$ cat config.mk
export PLATFORM = sky130hd
export DESIGN_NAME = ondra_tape_player_flat
export DESIGN_NICKNAME = d
export VERILOG_FILES = /design/src/rtl/ondra_tape_player_if.sv /design/src/rtl/ondra_tape_player.sv /design/src/flat_wrapper.sv
export SDC_FILE = /design/constraint.sdc
export NUM_CORES = 1
export LEC_CHECK = 0
export CORE_MARGIN = 8
export CORE_UTILIZATION = 55
export CTS_CLUSTER_DIAMETER = 200
export DETAILED_ROUTE_END_ITERATION = 10
export PLACE_DENSITY_LB_ADDON = 0.3
export SETUP_SLACK_MARGIN = 0.15
export SLEW_MARGIN = 20
export SYNTH_ARGS = -nofsm -noshare
export SYNTH_HDL_FRONTEND = slang
export SYNTH_SLANG_ARGS = --single-unit
$ cat constraint.sdc
create_clock -name clk_sys -period 5 [get_ports clk_sys]
set_clock_uncertainty 0.2 [all_clocks]
set_input_delay 1.25 -clock clk_sys [delete_from_list [all_inputs] [get_ports clk_sys]]
set_output_delay 1.25 -clock clk_sys [all_outputs]
set_load 0.01 [all_outputs]
$ cat src/rtl/ondra_tape_player_if.sv
// Byte stream feeding the tape player: valid/ready handshake with a last-byte marker.
interface ondra_tape_player_if;
    logic       in_valid;
    logic [7:0] in_data;
    logic       in_last;
    logic       in_ready;

    modport master (output in_valid, output in_data, output in_last, input in_ready);
    modport slave  (input in_valid, input in_data, input in_last, output in_ready);
endinterface

$ cat src/rtl/ondra_tape_player.sv
// MGF cassette waveform generator: byte FIFO -> pilot, sync, LSB-first bit cells, trailing gap.
// Optional ONDRA_TAPE_CHKSUM_EN appends an 8-bit additive checksum byte after the last byte.
module ondra_tape_player #(
    parameter int FIFO_DEPTH  = 16,
    parameter int PILOT_HALF  = 3000,
    parameter int PILOT_COUNT = 2048,
    parameter int SYNC_HALF   = 1000,
    parameter int HALF0       = 2000,
    parameter int HALF1       = 4000,
    parameter int GAP_CYCLES  = 80000
) (
    input  logic                clk_sys,
    input  logic                reset,
    input  logic                start,
    input  logic                abort,
    input  logic                motor,
    ondra_tape_player_if.slave  in_if,
    output logic                tape_out,
    output logic                busy,
    output logic                underrun,
    output logic [15:0]         byte_count
);

    localparam int PTR_W = $clog2(FIFO_DEPTH);
    localparam int MAX_A = (PILOT_HALF > SYNC_HALF) ? PILOT_HALF : SYNC_HALF;
    localparam int MAX_B = (HALF0 > HALF1) ? HALF0 : HALF1;
    localparam int MAX_C = (MAX_A > MAX_B) ? MAX_A : MAX_B;
    localparam int MAX_N = (MAX_C > GAP_CYCLES) ? MAX_C : GAP_CYCLES;
    localparam int CNT_W = $clog2(MAX_N + 1);
    localparam int HW_W  = $clog2(PILOT_COUNT + 1);

    typedef enum logic [2:0] {S_IDLE, S_PILOT, S_SYNC, S_DATA, S_GAP} state_e;

    // FIFO: in_last travels as bit 8 of each entry
    logic [8:0]       mem_q [FIFO_DEPTH];
    logic [PTR_W-1:0] wr_ptr_q, rd_ptr_q;
    logic [PTR_W:0]   fill_q;
    logic             push, pop, flush, fifo_empty;
    logic [8:0]       head;

    assign in_if.in_ready = (fill_q != (PTR_W + 1)'(FIFO_DEPTH));
    assign push           = in_if.in_valid & in_if.in_ready;
    assign fifo_empty     = (fill_q == '0);
    assign head           = mem_q[rd_ptr_q];

    // NOTE: the storage array is deliberately not reset; fill_q alone says which entries are valid.
    always_ff @(posedge clk_sys) begin
        if (push) mem_q[wr_ptr_q] <= {in_if.in_last, in_if.in_data};
    end

    always_ff @(posedge clk_sys) begin
        if (reset || flush) begin
            wr_ptr_q <= '0;
            rd_ptr_q <= '0;
            fill_q   <= '0;
        end else begin
            if (push) wr_ptr_q <= wr_ptr_q + PTR_W'(1);
            if (pop)  rd_ptr_q <= rd_ptr_q + PTR_W'(1);
            fill_q <= fill_q + (PTR_W + 1)'(push) - (PTR_W + 1)'(pop);
        end
    end

    state_e           state_q, state_d;
    logic             tape_q, tape_d;
    logic [CNT_W-1:0] cnt_q, cnt_d;
    logic [HW_W-1:0]  halves_q, halves_d;
    logic [7:0]       shift_q, shift_d;
    logic [2:0]       bit_q, bit_d;
    logic             phase_q, phase_d;
    logic             last_q, last_d;
    logic             stall_q, stall_d;
    logic             underrun_q, underrun_d;
    logic [15:0]      byte_cnt_q, byte_cnt_d;
    logic             load;
    logic [CNT_W-1:0] bit_end;
`ifdef ONDRA_TAPE_CHKSUM_EN
    logic [7:0]       sum_q, sum_d;
    logic             chk_q, chk_d;
`endif

    assign bit_end = shift_q[0] ? CNT_W'(HALF1 - 1) : CNT_W'(HALF0 - 1);

    always_comb begin
        // NOTE: every variable gets a default here so no path through the block infers a latch.
        state_d    = state_q;
        tape_d     = tape_q;
        cnt_d      = cnt_q;
        halves_d   = halves_q;
        shift_d    = shift_q;
        bit_d      = bit_q;
        phase_d    = phase_q;
        last_d     = last_q;
        stall_d    = stall_q;
        underrun_d = underrun_q;
        byte_cnt_d = byte_cnt_q;
        pop        = 1'b0;
        flush      = 1'b0;
        load       = 1'b0;
`ifdef ONDRA_TAPE_CHKSUM_EN
        sum_d      = sum_q;
        chk_d      = chk_q;
`endif
        if (abort) begin
            state_d  = S_IDLE;
            tape_d   = 1'b0;
            cnt_d    = '0;
            halves_d = '0;
            stall_d  = 1'b0;
            flush    = 1'b1;
        end else if (state_q == S_IDLE) begin
            tape_d = 1'b0;
            if (start) begin
                state_d    = S_PILOT;
                cnt_d      = '0;
                halves_d   = '0;
                byte_cnt_d = '0;
                underrun_d = 1'b0;
`ifdef ONDRA_TAPE_CHKSUM_EN
                sum_d      = '0;
                chk_d      = 1'b0;
`endif
            end
        end else if (motor) begin
            case (state_q)
                S_PILOT: begin
                    if (cnt_q == CNT_W'(PILOT_HALF - 1)) begin
                        cnt_d  = '0;
                        tape_d = ~tape_q;
                        if (halves_q == HW_W'(PILOT_COUNT - 1)) begin
                            halves_d = '0;
                            state_d  = S_SYNC;
                        end else begin
                            halves_d = halves_q + HW_W'(1);
                        end
                    end else begin
                        cnt_d = cnt_q + CNT_W'(1);
                    end
                end
                S_SYNC: begin
                    if (cnt_q == CNT_W'(SYNC_HALF - 1)) begin
                        cnt_d  = '0;
                        tape_d = ~tape_q;
                        if (halves_q != '0) begin
                            halves_d = '0;
                            state_d  = S_DATA;
                            load     = 1'b1;
                        end else begin
                            halves_d = HW_W'(1);
                        end
                    end else begin
                        cnt_d = cnt_q + CNT_W'(1);
                    end
                end
                S_DATA: begin
                    if (stall_q) begin
                        load = 1'b1;
                    end else if (cnt_q == bit_end) begin
                        cnt_d   = '0;
                        tape_d  = ~tape_q;
                        phase_d = ~phase_q;
                        if (phase_q) begin
                            shift_d = {1'b0, shift_q[7:1]};
                            bit_d   = bit_q + 3'd1;
                            if (bit_q == 3'd7) begin
                                byte_cnt_d = byte_cnt_q + 16'd1;
`ifdef ONDRA_TAPE_CHKSUM_EN
                                if (chk_q) begin
                                    state_d = S_GAP;
                                end else if (last_q) begin
                                    chk_d   = 1'b1;
                                    shift_d = sum_q;
                                end else begin
                                    load = 1'b1;
                                end
`else
                                if (last_q) state_d = S_GAP;
                                else        load    = 1'b1;
`endif
                            end
                        end
                    end else begin
                        cnt_d = cnt_q + CNT_W'(1);
                    end
                end
                S_GAP: begin
                    tape_d = 1'b0;
                    if (cnt_q == CNT_W'(GAP_CYCLES - 1)) begin
                        cnt_d   = '0;
                        state_d = S_IDLE;
                    end else begin
                        cnt_d = cnt_q + CNT_W'(1);
                    end
                end
                default: state_d = S_IDLE;
            endcase

            // Fetch the next byte; an empty FIFO parks the waveform until data arrives
            if (load) begin
                cnt_d   = '0;
                phase_d = 1'b0;
                bit_d   = '0;
                if (fifo_empty) begin
                    stall_d    = 1'b1;
                    underrun_d = 1'b1;
                end else begin
                    pop     = 1'b1;
                    stall_d = 1'b0;
                    shift_d = head[7:0];
                    last_d  = head[8];
`ifdef ONDRA_TAPE_CHKSUM_EN
                    sum_d   = sum_q + head[7:0];
`endif
                end
            end
        end
    end

    // NOTE: state registers use non-blocking assignments so every flop samples pre-edge values.
    always_ff @(posedge clk_sys) begin
        if (reset) begin
            state_q    <= S_IDLE;
            tape_q     <= 1'b0;
            cnt_q      <= '0;
            halves_q   <= '0;
            shift_q    <= '0;
            bit_q      <= '0;
            phase_q    <= 1'b0;
            last_q     <= 1'b0;
            stall_q    <= 1'b0;
            underrun_q <= 1'b0;
            byte_cnt_q <= '0;
`ifdef ONDRA_TAPE_CHKSUM_EN
            sum_q      <= '0;
            chk_q      <= 1'b0;
`endif
        end else begin
            state_q    <= state_d;
            tape_q     <= tape_d;
            cnt_q      <= cnt_d;
            halves_q   <= halves_d;
            shift_q    <= shift_d;
            bit_q      <= bit_d;
            phase_q    <= phase_d;
            last_q     <= last_d;
            stall_q    <= stall_d;
            underrun_q <= underrun_d;
            byte_cnt_q <= byte_cnt_d;
`ifdef ONDRA_TAPE_CHKSUM_EN
            sum_q      <= sum_d;
            chk_q      <= chk_d;
`endif
        end
    end

    assign tape_out   = tape_q;
    assign busy       = (state_q != S_IDLE);
    assign underrun   = underrun_q;
    assign byte_count = byte_cnt_q;

endmodule

$ cat src/flat_wrapper.sv
// flat-port wrapper written by rule: the top's interface ports become plain ports
module ondra_tape_player_flat 
#(
    parameter int FIFO_DEPTH  = 16,
    parameter int PILOT_HALF  = 3000,
    parameter int PILOT_COUNT = 2048,
    parameter int SYNC_HALF   = 1000,
    parameter int HALF0       = 2000,
    parameter int HALF1       = 4000,
    parameter int GAP_CYCLES  = 80000
)
  (clk_sys, reset, start, abort, motor, tape_out, busy, underrun, byte_count, in_if_in_valid, in_if_in_data, in_if_in_last, in_if_in_ready);
  ondra_tape_player_if in_if_i ();
  input  logic clk_sys;
  input  logic reset;
  input  logic start;
  input  logic abort;
  input  logic motor;
  output logic tape_out;
  output logic busy;
  output logic underrun;
  output logic [15:0] byte_count;
  input wire logic [$bits(in_if_i.in_valid)-1:0] in_if_in_valid;
  input wire logic [$bits(in_if_i.in_data)-1:0] in_if_in_data;
  input wire logic [$bits(in_if_i.in_last)-1:0] in_if_in_last;
  output wire logic [$bits(in_if_i.in_ready)-1:0] in_if_in_ready;
  assign in_if_i.in_valid = in_if_in_valid;
  assign in_if_i.in_data = in_if_in_data;
  assign in_if_i.in_last = in_if_in_last;
  assign in_if_in_ready = in_if_i.in_ready;
  ondra_tape_player #(.FIFO_DEPTH(FIFO_DEPTH), .PILOT_HALF(PILOT_HALF), .PILOT_COUNT(PILOT_COUNT), .SYNC_HALF(SYNC_HALF), .HALF0(HALF0), .HALF1(HALF1), .GAP_CYCLES(GAP_CYCLES)) u_core (.clk_sys(clk_sys), .reset(reset), .start(start), .abort(abort), .motor(motor), .in_if(in_if_i), .tape_out(tape_out), .busy(busy), .underrun(underrun), .byte_count(byte_count));
endmodule
* After elaboration in Yosys (flattened, before gate mapping)
Memory sizes are Yosys's and may differ from the RTL's. A register that Yosys moved wholly into a read port is not among the register bits.
Cells that the tools add are included.
W data, S select, Z words.
** Word-level totals
- Register bits :: 77
- Memories :: 1
- Input bits :: 15
- Bits in writable memories :: 144
- Logic and storage cells :: 177
- Output and inout bits :: 20
** Operators by class
- Muxes and demuxes :: 88
- Add/sub/neg operators :: 8
- Equality and inequality tests :: 29
- Bitwise logic cells :: 6
- Reductions and logical operators :: 31
** Memories
- u_core.mem_q :: depth 16, bits a word 9, rd ports 1, clocked after memory_dff 1, wr ports 1, line ondra_tape_player.sv:35 : logic [8:0] mem_q [FIFO_DEPTH];
** Operators by type and width (count)
- $mux W17 :: 9
- $mux W16 :: 8
- $mux W12 :: 7
- $pmux W17 S4 :: 1
- $mux W3 :: 18
- $mux W8 :: 6
- $mux W1 :: 33
- $ne A3 B1 Y1 const B :: 9
- $pmux W12 S2 :: 1
- $reduce_bool A2 Y1 :: 10
- $add A17 B1 Y17 const B :: 1
- $eq A17 B10 Y1 const B :: 1
- $eq A17 B12 Y1 const B :: 1
- $eq A17 B17 Y1 :: 1
- $eq A17 B17 Y1 const B :: 1
- $add A16 B1 Y16 const B :: 1
- $reduce_and A5 Y1 :: 3
- $add A12 B1 Y12 const B :: 1
- $eq A12 B11 Y1 const B :: 1
- $pmux W3 S4 :: 1
- $reduce_and A12 Y1 :: 1
- $reduce_and A6 Y1 :: 2
- $reduce_bool A12 Y1 :: 1
- $add A4 B1 Y4 const B :: 2
- other kinds (28) :: 42

* Depth between registers and ports, before layout
Gate-level depths: netlist of the first run.
- Word-level depth :: 15
- Gate-level depth with buffers :: 18

* Worst setup path after synthesis of the first run
No wires, ideal clock.
- Path kind :: reg-to-reg
- Start :: reg u_core.cnt_q[4]
- End :: reg u_core.fill_q[4]
- Setup time :: 128 ps
- Data arrival time :: 3503 ps
- Path slack :: 1169 ps
- Data required time :: 4672 ps
- Clock period less this slack :: 3831 ps
- Stages on the path, launching flop included :: 18
- Path through :: dfxtp_1 -> buf_6 -> or4b_4 -> a2111o_1 -> o31a_1 -> a21o_1 -> clkbuf_1 -> or3_1 -> nand2_1 -> ha_1 -> inv_1 -> fa_1 -> inv_1 -> a21oi_1 -> nor2_1 -> nor2_1 -> xnor2_1 -> nor2_1
** Between the ends
- Longest elaborated chain between the ends :: 12
** RTL lines
- start, declared :: line ondra_tape_player.sv:65 : logic [CNT_W-1:0] cnt_q, cnt_d;
- start signal, assigned :: line ondra_tape_player.sv:239 : cnt_q <= cnt_d;
- $eq A17 B17 Y1 :: line ondra_tape_player.sv:157 : end else if (cnt_q == bit_end) begin
- $mux W1 :: line ondra_tape_player.sv:157
- $mux W1 :: line ondra_tape_player.sv:155 : if (stall_q) begin
- $pmux W1 S2 (*) :: line ondra_tape_player.sv:124 : case (state_q)
- $mux W1 (*) :: line ondra_tape_player.sv:123 : end else if (motor) begin
- $mux W1 (*) :: line ondra_tape_player.sv:110 : end else if (state_q == S_IDLE) begin
- $mux W1 (*) :: line ondra_tape_player.sv:103 : if (abort) begin
- $mux W1 (*) :: line ondra_tape_player.sv:198 : if (load) begin
- $mux W1 (*) :: line ondra_tape_player.sv:123
- $mux W1 (*) :: line ondra_tape_player.sv:110
- $mux W1 (*) :: line ondra_tape_player.sv:103
- $sub A5 B1 Y5 (*) :: line ondra_tape_player.sv:59 : fill_q <= fill_q + (PTR_W + 1)'(push) - (PTR_W + 1)'(pop);
- end signal, assigned :: line ondra_tape_player.sv:59
- end, declared :: line ondra_tape_player.sv:37 : logic [PTR_W:0] fill_q;
Mark *: on every way between the ends. The rest lies on a longest branch, timed or not. The select of a mux whose other input is x is not followed.
A chain may end at the register's enable or synchronous reset.

* Worst setup path in the final report of the first run
- Start :: reg u_core.cnt_q[0]
- End :: reg u_core.fill_q[4]
Same word-level chain as after synthesis.

==> results.ini, run 1 <==
[timing]
period_needed_ns=4.322
slew_headroom_pct=33.22
drv_slew=0
fin_crit_sh_pct=86.45
finalHoldViolations=0
fin_setup_tns_ns=0
hold_ws_ns=0.2822
setup_viol=0
tightest_slew_ns=1.000
rsz0062_at_grt=false
fmax_mhz=231.4

[synthesis]
netlist_area_mm2=0.01021
async_flop_share_pct=0
synth_cells=837
ys.flop_type=edfxtp_1
synth_edf_count=144
synth_top_area_share_pct=42.37
synth_most_common_cell=edfxtp_1
yosys.area.top_type=edfxtp_1
avgSynthCellArea_um2=12.19
yosys-top-cells-count=edfxtp_1 (144), dfxtp_1 (81), nor2_1 (53)
ys_warn_count=0
yosysSeqAreaShare_pct=58.26
ys_types=67
synth.area.top_cells=edfxtp_1 (42%), dfxtp_1 (16%), mux4_2 (5.3%), mux2i_1 (4.0%), a21oi_1 (2.3%)
ys_ff_latch=225
syn-num-nets=869

[cts]
cts_max_path_buffers=3
post_cts_buffers=0
cts_tree=yes
cts.htree.levels=1
clk_pin_slew_ns=0.06
cts-root-buf=clkbuf_16
cts_sinks=225
worstSkewPairLatency_ns=0.53
cts_buffers=24
cts_hold_buf=0
cts_resized=0

[global_route]
grt_max_degree=34
grt_busiest_layer=met2
grt_pass1_vias=6971
grt_pass1_wl_um=36030
overflow=0
use_met3_pct=2.751
use_met2_pct=32.50
grtUsageMet1_pct=23.85
track_usage_pct=18.92
antenna_found_initial=0

[worst_hold_path]
hp-class=reg -> reg

[layout]
drive_above_1_share_pct=11.02
final_cell_area_mm2=0.01156
final_nets=894
syn_to_final_growth_pct=13.29
num_antenna_cells=0

[worst_setup_path]
crit_top_cell=nor2_1
criticalPathCategory=reg -> reg
cpPeakStageDelay_ns=0.52
critical_path.cell_chain=ha_1 -> or4bb_1 -> nor4_1 -> nand4_1 -> a21o_1 -> or3_1 -> nand2_1 -> ha_1 -> inv_1 -> fa_1 -> inv_1 -> a21oi_1 -> nor2_1 -> nor2_1 -> xnor2_1 -> nor2_1
cp_max_fo=24
required_ns=5.17
cp-end-kind=flip-flop
arrival_ns=4.49
crit_path_start_kind=flip-flop
slowest_stage=or4bb_1

[routing]
avgViaCountPerCell=6.349
drt_wl_total_um=22410
ant_nets=0
first_iter_violations=576
first_pass_iters=5
num_vias=7073
wire_per_inst_um=20.12
drc=0

[flow_run]
drv_cap=0

[floorplan]
coreArea_mm2=0.01846
fp.dieW_um=152.2
num_rows=50
io_pins=35
die_y_um=152.2
die_area_mm2=0.02317
initial_core_util_pct=55.30

[status]
status=completed

[power]
power_w=0.003932
p_leak_nw=3.572
power_density_mw_per_mm2=340.1
ir_drop_mv=0.2997

[placement]
placed_cell_area_mm2=0.01075
post-dp-hpwl_um=14920
gp_congestion=0.8908
portBuffers=34

final timing paths:
path	startpoint	cells past startpoint	to	slack, ns
max	u_core.cnt_q[0]	16	u_core.fill_q[4]	0.68
min	u_core.bit_q[2]	2	u_core.bit_q[2]	0.28
max reg2reg	u_core.cnt_q[0]	16	u_core.fill_q[4]	0.68
min reg2reg	u_core.bit_q[2]	2	u_core.bit_q[2]	0.28
metrics by stage:
| stage | worst slack [ns] | instances | util [%] |
|---|---|---|---|
| after detailed placement | 0.6820 | 1070 | 58.26 |
| after CTS | 0.6810 | 1114 | 62.65 |
| after floorplan | 1.169 | 837 | - |
| after global routing | 0.2560 | 1114 | 62.65 |
| final | 0.6777 | 1114 | 62.65 |
| after global placement | 0.8413 | 1070 | 58.26 |
cell type report:
cell class              instances  area [µm²]
clock inverters                 8       93.84
fillers                      1355        6893
clock buffers                  36       716.9
flip-flops and latches        225        5947
inverters                      35       131.4
multi-input cells             528        3935
well taps                     234       292.8
repair buffers                 48       445.4
layer usage:
metal	up-vias	share of wire, %
li1	3284	-
met1	3491	42
met2	249	49
met3	49	6.0
met4	0	3.1
met5	-	0
cell families after synthesis:
group           Yosys count  synth area share [%]
simple gates            252                 13.58
flops                   225                 58.26
compound gates          178                 12.08
buf+inv                  84                 3.237
mux                      65                 9.317
fa+ha+maj                17                 2.158
xor+xnor                 16                 1.373
report_power, final:
group,internal [W],switching (W)
registers,0.00199,0.00000716
clock network,0.00105,0.000725
logic,0.0000534,0.000109
state kept, by name, indices dropped and copies added (netlist names), named ones only:
signal and flops:
u_core.rd_ptr_q 4, u_core.byte_count 16, u_core.bit_q 3, u_core.state_q 3
u_core.wr_ptr_q 4, u_core.mem_q 144, u_core.tape_out 1, u_core.phase_q 1
u_core.fill_q 5, u_core.shift_q 8, u_core.halves_q 12, u_core.last_q 1
u_core.cnt_q 17, u_core.stall_q 1, u_core.underrun 1
critical path: cells and delay by family, from the launching register on:
| kind | cells | cell delay, ns |
|---|---|---|
| flops | 1 | 0.40 |
| fa+ha+maj | 3 | 0.82 |
| simple gates | 8 | 1.92 |
| buf+inv | 2 | 0.16 |
| compound gates | 2 | 0.53 |
| xor+xnor | 1 | 0.15 |
cell usage in the layout, fill, tap and decap left out, types with 18 or more instances in the layout:
cell type and count:
a21oi_1 46, nand3_1 39, nand2_1 36, nor2_1 53
nand4_1 18, edfxtp_1 144, inv_1 35, clkdlybuf4s50_1 34
mux4_2 24, dfxtp_1 80, clkbuf_16 25, mux2i_1 41
o21ai_0 24
Note: power is estimated with default switching activity, not from simulation.
==> run 2, diff against run 1 <==
--- a/config.mk
+++ b/config.mk
@@ -5,6 +5,7 @@
 export SDC_FILE = /design/constraint.sdc
 export NUM_CORES = 1
 export LEC_CHECK = 0
+export CAP_MARGIN = 20
 export CORE_MARGIN = 8
 export CORE_UTILIZATION = 55
 export CTS_CLUSTER_DIAMETER = 200
==> results of run 2 <==
No change in the layout: final DEF, timing and power equal those of run 1.
==> run 3, diff against run 2 <==
==> constraint.sdc (replaced) <==
create_clock -name clk_sys -period 4.6 [get_ports clk_sys]
set_clock_uncertainty 0.2 [all_clocks]
set_input_delay 1.15 -clock clk_sys [delete_from_list [all_inputs] [get_ports clk_sys]]
set_output_delay 1.15 -clock clk_sys [all_outputs]
set_load 0.01 [all_outputs]
==> results.ini, run 3 (synthesis results as in run 1) <==
[worst_setup_path]
critical_path.cell_chain=ha_1 -> or4bb_1 -> nor4_1 -> nand4_1 -> a21o_1 -> or3_1 -> nand2_1 -> ha_1 -> inv_1 -> fa_1 -> inv_1 -> a21oi_1 -> nor2_1 -> nor2_1 -> xnor2_1 -> nor2_1
crit_path_start_kind=flip-flop
cpPeakStageDelay_ns=0.52  ; about the same
regToRegSetupSlack_ns=0.57  ; -0.10 ns
r2r_end=u_core.fill_q[4]
slowest_stage=or4bb_1
required_ns=4.80  ; -0.37 ns
cp_max_fo=6  ; -75%
criticalPathCategory=reg -> reg
cp-end-kind=flip-flop
arrival_ns=4.22  ; -0.27 ns
crit_top_cell=nor2_1
r2r_cells=16  ; unchanged
reg2reg_from=u_core.cnt_q[0]

[cts]
cts_resized=0  ; unchanged
post_cts_buffers=0  ; unchanged
cts_hold_buf=0  ; unchanged
cts_tree=yes
cts_sinks=225  ; unchanged
cts-root-buf=clkbuf_16
cts_buffers=24  ; unchanged
clk_pin_slew_ns=0.06  ; about the same
worstSkewPairLatency_ns=0.53  ; about the same
cts_max_path_buffers=3  ; unchanged
cts.htree.levels=1  ; unchanged

[timing]
slew_headroom_pct=38.33  ; +5.1 points
setup_viol=0  ; unchanged
tightest_slew_ns=0.9216  ; -0.07873 ns
rsz0062_at_grt=false
hold_ws_ns=0.2928  ; +0.01057 ns
worst_slack_ns=0.5733  ; -0.1044 ns
fin_crit_sh_pct=87.54  ; +1.1 points
fin_setup_tns_ns=0  ; unchanged
drv_slew=0  ; unchanged
fmax_mhz=248.3  ; +7.3%
finalHoldViolations=0  ; unchanged
period_needed_ns=4.027  ; -0.2957 ns

[global_route]
use_met3_pct=2.467  ; -0.28 points
antenna_found_initial=0  ; unchanged
grt_pass1_wl_um=37000  ; +2.7%
grt_max_degree=33  ; -2.9%
grt_busiest_layer=met2
grtUsageMet1_pct=24.65  ; +0.80 points
grt_pass1_vias=7043  ; +1.0%
track_usage_pct=19.47  ; +0.55 points
use_met2_pct=33.62  ; +1.1 points
overflow=0  ; unchanged

[layout]
num_antenna_cells=0  ; unchanged
final_common_cell=edfxtp_1
layout_common_cells=edfxtp_1 (144), dfxtp_1 (80), nor2_1 (53), a21oi_1 (46), mux2i_1 (41)
largest_register=u_core.mem_q
fillCellCount=1349  ; -0.44%
final_nets=901  ; +0.78%
syn_to_final_growth_pct=13.67
final_cells=1121  ; +0.63%
drive_above_1_share_pct=11.84  ; +0.81 points
largest_reg_flops=144  ; unchanged
final_cell_area_mm2=0.01160  ; +0.34%

[status]
status=completed

[placement]
post-dp-hpwl_um=15350  ; +2.8%
portBuffers=34  ; unchanged
pre_cts_ws_ns=0.6057  ; -0.07627 ns
place_inst=1077  ; +0.65%
placed_cell_area_mm2=0.01080  ; +0.49%
gp_congestion=0.8960  ; +0.58%

[floorplan]
die_y_um=152.2  ; unchanged
io_pins=35  ; unchanged
die_area_mm2=0.02317  ; unchanged
initial_core_util_pct=55.30  ; unchanged
coreArea_mm2=0.01846  ; unchanged
fp.dieW_um=152.2  ; unchanged
num_rows=50  ; unchanged

[power]
switchingPower_w=0.0008994  ; +6.9%
pwr-share-seq_pct=51.1  ; +0.4 points
swShare_pct=21.21  ; -0.18 points
p_leak_nw=3.603  ; +0.87%
power_density_mw_per_mm2=365.6  ; +7.5%
p_comb_share_pct=4.2  ; about the same
clkPwrFrac_pct=44.6  ; -0.6 points
p_int_w=0.003342  ; +8.1%
ir_drop_mv=0.3334  ; +11%

[worst_hold_path]
hp-class=reg -> reg
hold_depth=2  ; unchanged
min_to=u_core.halves_q[1]
min-delay-start=u_core.halves_q[1]

[routing]
first_iter_violations=624  ; +8.3%
wire_per_inst_um=20.34  ; +1.1%
ant_nets=0  ; unchanged
avgViaCountPerCell=6.347  ; about the same
drt_wl_total_um=22810  ; +1.8%
drc=0  ; unchanged
first_pass_iters=5  ; unchanged
num_vias=7115  ; +0.59%

[flow_run]
drv_cap=0  ; unchanged

-- run 3: changes by cell type in the layout (fill, tap and decap cells not counted) --
cell | before | now
clkinv_4 | 1 | 0
clkinv_2 | 5 | 7
buf_4 | 14 | 21
clkbuf_1 | 6 | 5
clkbuf_16 | 25 | 24
clkbuf_8 | 5 | 6
-- run 3: worst max-delay path by stage --
stage / slack (ns) / start / to / depth (start not counted)
2_1_floorplan: 0.77 / u_core.cnt_q[4] / u_core.fill_q[4] / 17
3_3_place_gp: 0.74 / u_core.cnt_q[0] / u_core.fill_q[4] / 16
3_5_place_dp: 0.61 / u_core.cnt_q[0] / u_core.fill_q[4] / 16
4_1_cts: 0.57 / u_core.cnt_q[0] / u_core.fill_q[4] / 16
5_1_grt: 0.27 / u_core.cnt_q[0] / u_core.fill_q[4] / 16
6_report: 0.57 / u_core.cnt_q[0] / u_core.fill_q[4] / 16
-- run 3: power by group through the flow --
stage | clock network, W | logic, W | registers [W]
6_report | 0.00189 | 0.000180 | 0.00217
5_1_grt | 0.00201 | 0.000196 | 0.00217
4_1_cts | 0.00194 | 0.000180 | 0.00217
3_5_place_dp | 0 | 0.000180 | 0.00221
3_3_place_gp | 0 | 0.000171 | 0.00221
2_1_floorplan | 0 | 0.000103 | 0.00221
-- run 3: cell type report --
type | instances | area, µm² | area share, %
clock inverters | 9 | 95.09 | 0.8197
multi-input cells | 528 | 3935 | 33.92
well taps | 234 | 292.8 | 2.524
repair buffers | 55 | 498.0 | 4.293
flip-flops and latches | 225 | 5947 | 51.26
clock buffers | 35 | 701.9 | 6.050
inverters | 35 | 131.4 | 1.132
-- run 3: routing by layer --
layer	vias up	part of all wire (%)
li1	3307	-
met1	3516	42
met2	246	50
met3	46	5.4
met4	0	2.9
met5	-	0
-- run 3: worst max-delay path: cells and delay by family (launching register included) --
family | cells | cell delay [ns]
adders and majority gates | 3 | 0.83
xor gates and xnor gates | 1 | 0.16
buffers and inverters | 2 | 0.17
DFF | 1 | 0.39
and+or+nand+nor | 8 | 1.85
AOI/OAI and AO/OA | 2 | 0.30
-- run 3: stage by stage --
| step | power [W] | utilization, % |
|---|---|---|
| global placement | 0.002381 | 58.54 |
| floorplan | 0.002310 | - |
| detailed placement | 0.002391 | 58.54 |
| finish | 0.004241 | 62.86 |
| global route | 0.004374 | 62.86 |
| CTS | 0.004284 | 62.86 |
